`src/rtl/div_arbiter_if.sv`:
```
// div_arbiter_if: link between div_arbiter and the shared pipelined divider.
// The arbiter looks like a FIFO to the divider on both sides: the issue slot
// is read like a first-word-fall-through FIFO, and results are written into
// the arbiter's result FIFO.
//
// Signals
//   div_empty      issue slot empty (arbiter -> divider)
//   div_a_dout     slot dividend    (arbiter -> divider)
//   div_b_dout     slot divisor     (arbiter -> divider)
//   div_rd_en      divider consumes the slot (divider -> arbiter)
//   div_out_full   result FIFO full (arbiter -> divider)
//   div_out_wr_en  divider result valid (divider -> arbiter)
//   div_out_din    quotient         (divider -> arbiter)
//
// Modports: master = divider side, slave = arbiter side.
interface div_arbiter_if #(
  parameter int WIDTH = 32
);
  logic             div_empty;
  logic [WIDTH-1:0] div_a_dout;
  logic [WIDTH-1:0] div_b_dout;
  logic             div_rd_en;
  logic             div_out_full;
  logic             div_out_wr_en;
  logic [WIDTH-1:0] div_out_din;

  modport master (
    input  div_empty, div_a_dout, div_b_dout, div_out_full,
    output div_rd_en, div_out_wr_en, div_out_din
  );

  modport slave (
    output div_empty, div_a_dout, div_b_dout, div_out_full,
    input  div_rd_en, div_out_wr_en, div_out_din
  );
endinterface

```
`src/rtl/div_arbiter.sv`:
```
// div_arbiter: shares one non-stalling pipelined signed divider among NUM_REQ
// requesters. Operand pairs are pulled from per-requester FIFOs into a single
// issue slot, each issued operation is tagged with its requester, and the
// returning quotients are steered back in issue order.
//
// Ports
//   clock, reset         system clock, synchronous active-high reset
//   req_a_empty/dout     per-requester dividend FIFOs (FWFT), requester r at
//                        [r*WIDTH +: WIDTH]
//   req_a_rd_en          dividend pop, one-hot
//   req_b_*              divisor FIFOs, same shapes
//   div                  divider link (div_arbiter_if.slave)
//   rsp_full             per-requester output FIFO full
//   rsp_wr_en            one-hot output write
//   rsp_din              quotient, broadcast to all requesters
//   err_orphan           sticky: a result arrived with no outstanding tag
//
// Optional feature macro: DIV_ARB_FIXED_PRIO_EN
//   defined   : fixed priority, lowest requester index wins
//   undefined : round-robin starting after the last granted requester
module div_arbiter #(
  parameter int NUM_REQ      = 2,
  parameter int WIDTH        = 32,
  parameter int MAX_INFLIGHT = 64
) (
  input  logic                     clock,
  input  logic                     reset,
  input  logic [NUM_REQ-1:0]       req_a_empty,
  input  logic [NUM_REQ*WIDTH-1:0] req_a_dout,
  output logic [NUM_REQ-1:0]       req_a_rd_en,
  input  logic [NUM_REQ-1:0]       req_b_empty,
  input  logic [NUM_REQ*WIDTH-1:0] req_b_dout,
  output logic [NUM_REQ-1:0]       req_b_rd_en,
  div_arbiter_if.slave             div,
  input  logic [NUM_REQ-1:0]       rsp_full,
  output logic [NUM_REQ-1:0]       rsp_wr_en,
  output logic [WIDTH-1:0]         rsp_din,
  output logic                     err_orphan
);

  localparam int TAGW = (NUM_REQ > 1) ? $clog2(NUM_REQ) : 1;
  localparam int PW   = $clog2(MAX_INFLIGHT);
  localparam int CW   = PW + 1;
  localparam logic [CW-1:0] MAX_CNT = CW'(MAX_INFLIGHT);

  logic [WIDTH-1:0] a_arr [NUM_REQ];
  logic [WIDTH-1:0] b_arr [NUM_REQ];

  for (genvar g = 0; g < NUM_REQ; g++) begin : g_unpack
    assign a_arr[g] = req_a_dout[g*WIDTH +: WIDTH];
    assign b_arr[g] = req_b_dout[g*WIDTH +: WIDTH];
  end

  // issue slot
  logic             slot_valid;
  logic [WIDTH-1:0] slot_a;
  logic [WIDTH-1:0] slot_b;
  logic [TAGW-1:0]  slot_tag;

  // tag FIFO: requester of every operation the divider has accepted
  logic [TAGW-1:0]  tag_mem [MAX_INFLIGHT];
  logic [PW-1:0]    tag_wp, tag_rp;
  logic [CW-1:0]    tag_cnt;

  // result FIFO: quotients waiting for their requester
  logic [WIDTH-1:0] res_mem [MAX_INFLIGHT];
  logic [PW-1:0]    res_wp, res_rp;
  logic [CW-1:0]    res_cnt;

  logic [NUM_REQ-1:0] eligible;
  logic [CW:0]        outstanding;
  logic               grant_ok;
  logic               grant;
  logic [TAGW-1:0]    grant_idx;
  logic [TAGW-1:0]    cand_idx;
  logic [NUM_REQ-1:0] grant_oh;
  logic [TAGW-1:0]    tag_head;
  logic [WIDTH-1:0]   res_head;
  logic               drain;
  logic               tag_push;
  logic               orphan;
  logic               res_push;

`ifndef DIV_ARB_FIXED_PRIO_EN
  logic [TAGW-1:0]    last_grant;
`endif

  assign eligible = ~req_a_empty & ~req_b_empty;

  // Credit count uses registered values only; a slot being consumed this
  // cycle still counts, so the limit is conservative by at most one op.
  assign outstanding = {1'b0, tag_cnt} + {{CW{1'b0}}, slot_valid};
  assign grant_ok    = !reset && (!slot_valid || div.div_rd_en) &&
                       (outstanding < {1'b0, MAX_CNT});

  always_comb begin
    int cand;
    grant     = 1'b0;
    grant_idx = '0;
    cand_idx  = '0;
    cand      = 0;
    for (int i = 0; i < NUM_REQ; i++) begin
`ifdef DIV_ARB_FIXED_PRIO_EN
      cand = i;
`else
      cand = int'(last_grant) + 1 + i;
      if (cand >= NUM_REQ) begin
        cand = cand - NUM_REQ;
      end
`endif
      cand_idx = TAGW'(cand);
      if (grant_ok && !grant && eligible[cand_idx]) begin
        grant     = 1'b1;
        grant_idx = cand_idx;
      end
    end
  end

  always_comb begin
    grant_oh = '0;
    if (grant) begin
      grant_oh[grant_idx] = 1'b1;
    end
  end

  assign req_a_rd_en = grant_oh;
  assign req_b_rd_en = grant_oh;

  assign tag_head = tag_mem[tag_rp];
  assign res_head = res_mem[res_rp];

  // A non-empty result FIFO always has a matching tag at the tag head.
  assign drain = !reset && (res_cnt != '0) && !rsp_full[tag_head];

  always_comb begin
    rsp_wr_en = '0;
    rsp_din   = '0;
    if (drain) begin
      rsp_wr_en[tag_head] = 1'b1;
      rsp_din             = res_head;
    end
  end

  assign tag_push = slot_valid && div.div_rd_en;
  assign orphan   = div.div_out_wr_en && (res_cnt == tag_cnt);
  assign res_push = div.div_out_wr_en && !orphan;

  assign div.div_empty    = !slot_valid;
  assign div.div_a_dout   = slot_a;
  assign div.div_b_dout   = slot_b;
  assign div.div_out_full = (res_cnt == MAX_CNT);

  always_ff @(posedge clock) begin
    if (reset) begin
      slot_valid <= 1'b0;
      slot_a     <= '0;
      slot_b     <= '0;
      slot_tag   <= '0;
      tag_wp     <= '0;
      tag_rp     <= '0;
      tag_cnt    <= '0;
      res_wp     <= '0;
      res_rp     <= '0;
      res_cnt    <= '0;
      err_orphan <= 1'b0;
    end else begin
      if (grant) begin
        slot_valid <= 1'b1;
        slot_a     <= a_arr[grant_idx];
        slot_b     <= b_arr[grant_idx];
        slot_tag   <= grant_idx;
      end else if (div.div_rd_en) begin
        slot_valid <= 1'b0;
      end

      if (tag_push) begin
        tag_wp <= tag_wp + PW'(1);
      end
      if (res_push) begin
        res_wp <= res_wp + PW'(1);
      end
      if (drain) begin
        tag_rp <= tag_rp + PW'(1);
        res_rp <= res_rp + PW'(1);
      end

      case ({tag_push, drain})
        2'b10:   tag_cnt <= tag_cnt + CW'(1);
        2'b01:   tag_cnt <= tag_cnt - CW'(1);
        default: tag_cnt <= tag_cnt;
      endcase

      case ({res_push, drain})
        2'b10:   res_cnt <= res_cnt + CW'(1);
        2'b01:   res_cnt <= res_cnt - CW'(1);
        default: res_cnt <= res_cnt;
      endcase

      if (orphan) begin
        err_orphan <= 1'b1;
      end
    end
  end

  always_ff @(posedge clock) begin
    if (tag_push) begin
      tag_mem[tag_wp] <= slot_tag;
    end
    if (res_push) begin
      res_mem[res_wp] <= div.div_out_din;
    end
  end

`ifndef DIV_ARB_FIXED_PRIO_EN
  always_ff @(posedge clock) begin
    if (reset) begin
      last_grant <= TAGW'(NUM_REQ - 1);
    end else if (grant) begin
      last_grant <= grant_idx;
    end
  end
`endif

endmodule

```
`src/flat_wrapper.sv`:
```
// flat-port wrapper written by rule: the top's interface ports become plain ports
module div_arbiter_flat 
#(
  parameter int NUM_REQ      = 2,
  parameter int WIDTH        = 32,
  parameter int MAX_INFLIGHT = 64
)
  (clock, reset, req_a_empty, req_a_dout, req_a_rd_en, req_b_empty, req_b_dout, req_b_rd_en, rsp_full, rsp_wr_en, rsp_din, err_orphan, div_div_empty, div_div_a_dout, div_div_b_dout, div_div_out_full, div_div_rd_en, div_div_out_wr_en, div_div_out_din);
  div_arbiter_if #(.WIDTH(WIDTH)) div_i ();
  input  logic clock;
  input  logic reset;
  input  logic [NUM_REQ-1:0] req_a_empty;
  input  logic [NUM_REQ*WIDTH-1:0] req_a_dout;
  output logic [NUM_REQ-1:0] req_a_rd_en;
  input  logic [NUM_REQ-1:0] req_b_empty;
  input  logic [NUM_REQ*WIDTH-1:0] req_b_dout;
  output logic [NUM_REQ-1:0] req_b_rd_en;
  input  logic [NUM_REQ-1:0] rsp_full;
  output logic [NUM_REQ-1:0] rsp_wr_en;
  output logic [WIDTH-1:0] rsp_din;
  output logic err_orphan;
  output wire logic [$bits(div_i.div_empty)-1:0] div_div_empty;
  output wire logic [$bits(div_i.div_a_dout)-1:0] div_div_a_dout;
  output wire logic [$bits(div_i.div_b_dout)-1:0] div_div_b_dout;
  output wire logic [$bits(div_i.div_out_full)-1:0] div_div_out_full;
  input wire logic [$bits(div_i.div_rd_en)-1:0] div_div_rd_en;
  input wire logic [$bits(div_i.div_out_wr_en)-1:0] div_div_out_wr_en;
  input wire logic [$bits(div_i.div_out_din)-1:0] div_div_out_din;
  assign div_div_empty = div_i.div_empty;
  assign div_div_a_dout = div_i.div_a_dout;
  assign div_div_b_dout = div_i.div_b_dout;
  assign div_div_out_full = div_i.div_out_full;
  assign div_i.div_rd_en = div_div_rd_en;
  assign div_i.div_out_wr_en = div_div_out_wr_en;
  assign div_i.div_out_din = div_div_out_din;
  div_arbiter #(.NUM_REQ(NUM_REQ), .WIDTH(WIDTH), .MAX_INFLIGHT(MAX_INFLIGHT)) u_core (.clock(clock), .reset(reset), .req_a_empty(req_a_empty), .req_a_dout(req_a_dout), .req_a_rd_en(req_a_rd_en), .req_b_empty(req_b_empty), .req_b_dout(req_b_dout), .req_b_rd_en(req_b_rd_en), .div(div_i), .rsp_full(rsp_full), .rsp_wr_en(rsp_wr_en), .rsp_din(rsp_din), .err_orphan(err_orphan));
endmodule
```
`config.mk`:
```
export PLATFORM = sky130hd
export DESIGN_NAME = div_arbiter_flat
export DESIGN_NICKNAME = d
export VERILOG_FILES = /design/src/rtl/div_arbiter_if.sv /design/src/rtl/div_arbiter.sv /design/src/flat_wrapper.sv
export SDC_FILE = /design/constraint.sdc
export NUM_CORES = 2
export LEC_CHECK = 0
export BUFFER_PORTS_ARGS = -buffer_cell sky130_fd_sc_hd__buf_2
export CAP_MARGIN = 40
export CORE_ASPECT_RATIO = 0.6
export CORE_MARGIN = 1.5
export CORE_UTILIZATION = 55
export DETAILED_ROUTE_END_ITERATION = 7
export HOLD_SLACK_MARGIN = 0.02
export PLACE_DENSITY = 0.71
export SETUP_SLACK_MARGIN = 0.1
export SYNTH_ARGS = -nofsm -noshare
export SYNTH_HDL_FRONTEND = slang
export SYNTH_SLANG_ARGS = --single-unit
```
`constraint.sdc`:
```
create_clock -name clock -period 12.48 [get_ports clock]
set_input_delay 0 -clock clock [delete_from_list [all_inputs] [get_ports clock]]
set_output_delay 0 -clock clock [all_outputs]
set_load 0.05 [all_outputs]
```
Word-level counts from Yosys, hierarchy flattened
Memories as Yosys holds them, arrays and structs flattened. A register that Yosys moved wholly into a read port is not among the register bits. Cells that the tools add are included.

Bits in registers: 106. Memory bits (writable): 2112. Input port bits: 170. Memories: 2.

$add $sub $neg: 13. Magnitude comparators: 10. Equal/unequal tests: 6. Multiplexer cells: 37. Bitwise operators: 4. Reductions and logical operators: 22.

Memory list: u_core.res_mem (depth 64, bits a word 32, rd ports 1, clocked after Yosys merged registers in 1, write ports 1, line div_arbiter.sv:66) `logic [WIDTH-1:0] res_mem [MAX_INFLIGHT];`; u_core.tag_mem (depth 64, bits a word 1, rd ports 1, clocked after Yosys merged registers in 1, write ports 1, line div_arbiter.sv:61) `logic [TAGW-1:0] tag_mem [MAX_INFLIGHT];`.

Operators by type and width (number): $mux 32 (7); $ge 32x3->1 const B (1); $pmux 7 s2 (2); $add 6x1->6 const B (4); $mux 6 (4); $mux 1 (20); $add 7x1->7 const B (2); $sub 7x1->7 const B (2); $logic_and 1x1->1 (12); $add 7x1->8 (1); $lt 1x2->1 const B (4); $lt 8x7->1 const B (1); $eq 7x7->1 (1); $eq 7x7->1 const B (1); $reduce_bool 7->1 (1); $reduce_bool 2->1 (3); $logic_not 1->1 (5); $eq 2x1->1 const B (2); $eq 2x2->1 const B (2); $ge 2x2->1 const B (2); $mux 2 (2); $not 2->2 (2); $add 2x1->3 const B (1); $add 1x1->2 const B (1); other kinds (6) (9).

Longest topological paths before layout
Depth after elaboration: 16. Gate-level depth with buffers: 23.

Worst setup path after synthesis
Ideal clock, no wire load.

Path kind: flip-flop to flip-flop. From: register with a tool-made name. To: register u_core.res_cnt[6]. Library setup time: 0.130 ns. Data arrival time: 4.610 ns. Data required time: 12.350 ns. Slack: 7.741 ns. Stages on the path, launching flop included: 23. Path buffers: 4. Clock period less this slack: 4.739 ns. Cells stage by stage: dfxtp_1 > buf_6 > mux4_2 > mux4_2 > or2_0 > o2111ai_1 > a211o_2 > inv_2 > nor2_4 > buf_6 > buf_6 > inv_2 > ha_1 > buf_1 > xor2_1 > ha_1 > a21oi_1 > and3b_1 > a221oi_1 > o21bai_1 > a222oi_1 > or3_1 > a21oi_1.

RTL lines: end signal: assignment (line div_arbiter.sv:194) `2'b10: res_cnt <= res_cnt + CW'(1);`; end signal: assignment (line div_arbiter.sv:195) `2'b01: res_cnt <= res_cnt - CW'(1);`; end signal: assignment (line div_arbiter.sv:196) `default: res_cnt <= res_cnt;`; end: declaration (line div_arbiter.sv:68) `logic [CW-1:0] res_cnt;`.

==> impl_metrics.json <==
{
  "run_status": "complete, but fails checks",
  "violations": "design-rule violations",
  "first_global_vias": 43801,
  "setup.reg_to_reg.worst_slack_ps": 7500,
  "grt_residual_overflow": 0,
  "critical_path.endpoint": "rsp_din[2]",
  "timing.setup.tns_ps": 0,
  "number_of_clock_buffers_inserted_by_tritoncts": 190,
  "clk_transition_reported_paths_ps": 60,
  "critical_path_class": "reg2out",
  "dp.cells": 6010,
  "hold_slack_ps": 67.3,
  "final_non_filler_cells": 6664,
  "drv_slew": 0,
  "drtAntennaViolNets": 0,
  "grt.total_usage": 0.291,
  "worst-slew-pin-transition_ps": 955,
  "worstSkewPairLatency_ps": 840,
  "cp_common_cell": "sky130_fd_sc_hd__mux4_2",
  "timing.critical_path.slowest_stage_cell": "sky130_fd_sc_hd__dfxtp_4",
  "placement.io_buffers": 274,
  "clock_tree_sinks": 2230,
  "p_per_area_nw_per_um2": 168,
  "grt_start_max_net_pins": 122,
  "route.detailed.drc": 6,
  "pre_repair_dr_iteration_count": 8,
  "critPathArrivalTime_ps": 5460,
  "synth_warnings": 0,
  "clockRootBuffer": "sky130_fd_sc_hd__clkbuf_16",
  "rr_worst_depth": 18,
  "area_growth_pct": 16.9,
  "final_core_util": 0.646,
  "floorplan.initialDensity": 0.553,
  "fp-row-count": 112,
  "final_cell_area_um2": 100000,
  "die_width_um": 513,
  "place.detailed.hpwl_um": 129000,
  "route.detailed.wl_per_inst_um": 34.4,
  "placed_cell_area_um2": 91300,
  "critPathMaxStageDelay_ps": 800,
  "nNetsFinal": 4637,
  "final-hold-violation-count": 0,
  "ios": 275,
  "finalSetupViolations": 0,
  "timing.final.crit_share": 0.438,
  "required_time_of_the_worst_setup_path_ps": 12480,
  "period_needed_ps": 5460,
  "max_slew_margin": 0.362,
  "die_area_um2": 158000,
  "placeableCoreArea_um2": 155000,
  "ys_dominant_reg_cell": "sky130_fd_sc_hd__edfxtp_1",
  "first_pass_grt_wire_length_um": 322000,
  "flip_flop_and_latch_count_after_synthesis": 2230,
  "totalWireLength_um": 229000,
  "drive_above_1_share": 0.320,
  "largest_fanout_on_the_critical_path": 38,
  "post_cts.resized_instances": 0,
  "post_synth_instance_area_um2": 85800,
  "via_count_of_the_routed_design": 44642,
  "number_of_distinct_library_cell_variants_in_the_gate_level_netlist_after_synthesis": 58,
  "placement.setup.worst_slack_ps": 7570,
  "maxClockFrequency_mhz": 183,
  "cts_tree": "yes",
  "detail_route.vias_per_cell": 6.70,
  "path_type_of_the_worst_min_delay_path": "in2reg",
  "setup.worst_path.end_class": "primary output",
  "drtIter0Drc": 7546,
  "most_used_cells_in_the_layout_excluding_fill_and_tap_cells": "sky130_fd_sc_hd__edfxtp_1, sky130_fd_sc_hd__mux4_2, sky130_fd_sc_hd__dlygate4sd3_1",
  "antenna_found_initial": 9,
  "unrepaired_setup_endpoints_after_global_routing": "no",
  "max_cap_viol_count": 0,
  "worst_clock_skew_ps": 33.6,
  "fp.dieH_um": 309,
  "critPathLaunchType": "register",
  "critical_path.cell_chain": "buf_4 -> buf_4 -> buf_16 -> mux4_2 -> mux4_2 -> mux4_2 -> nor2b_1 -> buf_2",
  "cts_buffer_depth": 3,
  "place.gp.congestion": 0.827,
  "layout.cells.most_common": "sky130_fd_sc_hd__edfxtp_1",
  "post_route_worst_setup_slack_ps": 7020,
  "total_power_mw": 16.9,
  "register_area_share_after_synthesis": 0.767,
  "async_reset_ff_frac": 0,
  "htree_num_levels": 4,
  "worstReg2RegEnd": "u_core.res_cnt[6]",
  "synth_cells": 3760,
  "cts_post_setup_buffers_inserted": 0,
  "synthesis.nets": 3940,
  "synth_edf_count": 2112,
  "avgSynthCellArea_um2": 22.8,
  "p_leak_nw": 31.2,
  "ir_drop_mv": 0.166
}
==> logic make-up after synthesis <==
group | count (synthesis) | synth area share
muxes | 703 | 0.181
buffers and inverters | 243 | 0.0119
adders and majority gates | 10 | 0.00146
xor gates and xnor gates | 28 | 0.00286
DFF | 2230 | 0.767
AOI/OAI and AO/OA | 168 | 0.0158
and+or+nand+nor | 378 | 0.0207
==> repair_timing <==
action,4_1_cts,5_1_grt
endpoints found under the hold margin,2166,0
endpoints found under the setup margin,0,0
hold buffers,306,0
==> state kept, by name, indices dropped and copies added (netlist names), named ones only <==
| signal | flops |
|---|---|
| u_core.div.div_b_dout | 32 |
| u_core.tag_cnt | 7 |
| u_core.res_mem | 2048 |
| u_core.err_orphan | 1 |
| u_core.res_rp | 6 |
| u_core.slot_tag | 1 |
| u_core.slot_valid | 1 |
| u_core.tag_mem | 64 |
| u_core.tag_wp | 6 |
| u_core.res_wp | 6 |
| u_core.tag_rp | 6 |
| u_core.div.div_a_dout | 32 |
| u_core.res_cnt | 7 |
| u_core.last_grant | 1 |
==> critical path: cells and delay by family (launching register included) <==
family,cells,cell delay [ps]
simple gates,1,230
flops,1,800
mux,3,1650
buf+inv,4,1810
==> per-layer routing <==
metal	part of all wire	global-route usage	vias up
met3	0.13	0.0797	469
met1	0.40	0.446	23576
li1	-	-	17389
met5	0.00011	0	-
met4	0.031	0.0889	4
met2	0.44	0.411	3204
==> worst min path at each step <==
stage	from	endpoint	slack (ps)	cells after the start
after floorplan	div_div_out_din[0]	u_core.res_mem[0][0]	100	0
after global placement	req_a_dout[36]	u_core.div.div_a_dout[4]	260	3
after detailed placement	div_div_out_din[7]	u_core.res_mem[20][7]	260	1
after CTS	reset	u_core.tag_wp[1]	20	3
after global routing	div_div_out_din[14]	u_core.res_mem[47][14]	60	2
final	div_div_out_din[14]	u_core.res_mem[47][14]	70	2
==> power breakdown <==
group	total, mW	internal (mW)	leakage (nW)	switching, mW
combinational	2.76	1.42	8.24	1.35
sequential	8.34	8.26	20.0	0.0793
clock	5.76	3.10	2.92	2.67
total	16.9	12.8	31.2	4.09
==> cell type report <==
type / instances / area [um^2]
clock inverters: 94 / 688
clock buffers: 251 / 5260
diodes: 2 / 5.00
well taps: 2052 / 2570
fillers: 9832 / 54800
inverters: 9 / 35.0
repair buffers: 739 / 6430
flip-flops and latches: 2230 / 65800
multi-input cells: 1287 / 19500
==> Yosys cell counts (4+ instances only) <==
cell                       count  share of area
sky130_fd_sc_hd__or3_1        14         0.0010
sky130_fd_sc_hd__nand3_1       8        0.00047
sky130_fd_sc_hd__nand3b_1     10        0.00087
sky130_fd_sc_hd__xor2_1       20         0.0020
sky130_fd_sc_hd__nor2_1      221         0.0097
sky130_fd_sc_hd__nand4b_1      4        0.00041
sky130_fd_sc_hd__inv_1         6        0.00026
sky130_fd_sc_hd__a21oi_1      24         0.0014
sky130_fd_sc_hd__edfxtp_1   2112           0.74
sky130_fd_sc_hd__buf_1        26         0.0011
sky130_fd_sc_hd__nor2b_1      40         0.0029
sky130_fd_sc_hd__a22oi_1       4        0.00035
sky130_fd_sc_hd__dfxtp_1     118          0.028
sky130_fd_sc_hd__a211oi_2      9         0.0013
sky130_fd_sc_hd__mux4_2      675           0.18
sky130_fd_sc_hd__nand2_1      31         0.0014
sky130_fd_sc_hd__nor4_1        5        0.00036
sky130_fd_sc_hd__buf_2        57         0.0033
sky130_fd_sc_hd__ha_1         10         0.0015
sky130_fd_sc_hd__o21ai_0      24         0.0014
sky130_fd_sc_hd__nand2b_1     13        0.00095
sky130_fd_sc_hd__a211oi_1     22         0.0019
sky130_fd_sc_hd__mux2i_1      24         0.0028
sky130_fd_sc_hd__nand4_1       4        0.00029
sky130_fd_sc_hd__xnor2_1       8        0.00082
sky130_fd_sc_hd__or2_2         8        0.00058
sky130_fd_sc_hd__clkbuf_1    145         0.0063
sky130_fd_sc_hd__or3b_2        4        0.00041
sky130_fd_sc_hd__a222oi_1     65         0.0076
(Power assumes the default switching activity.)
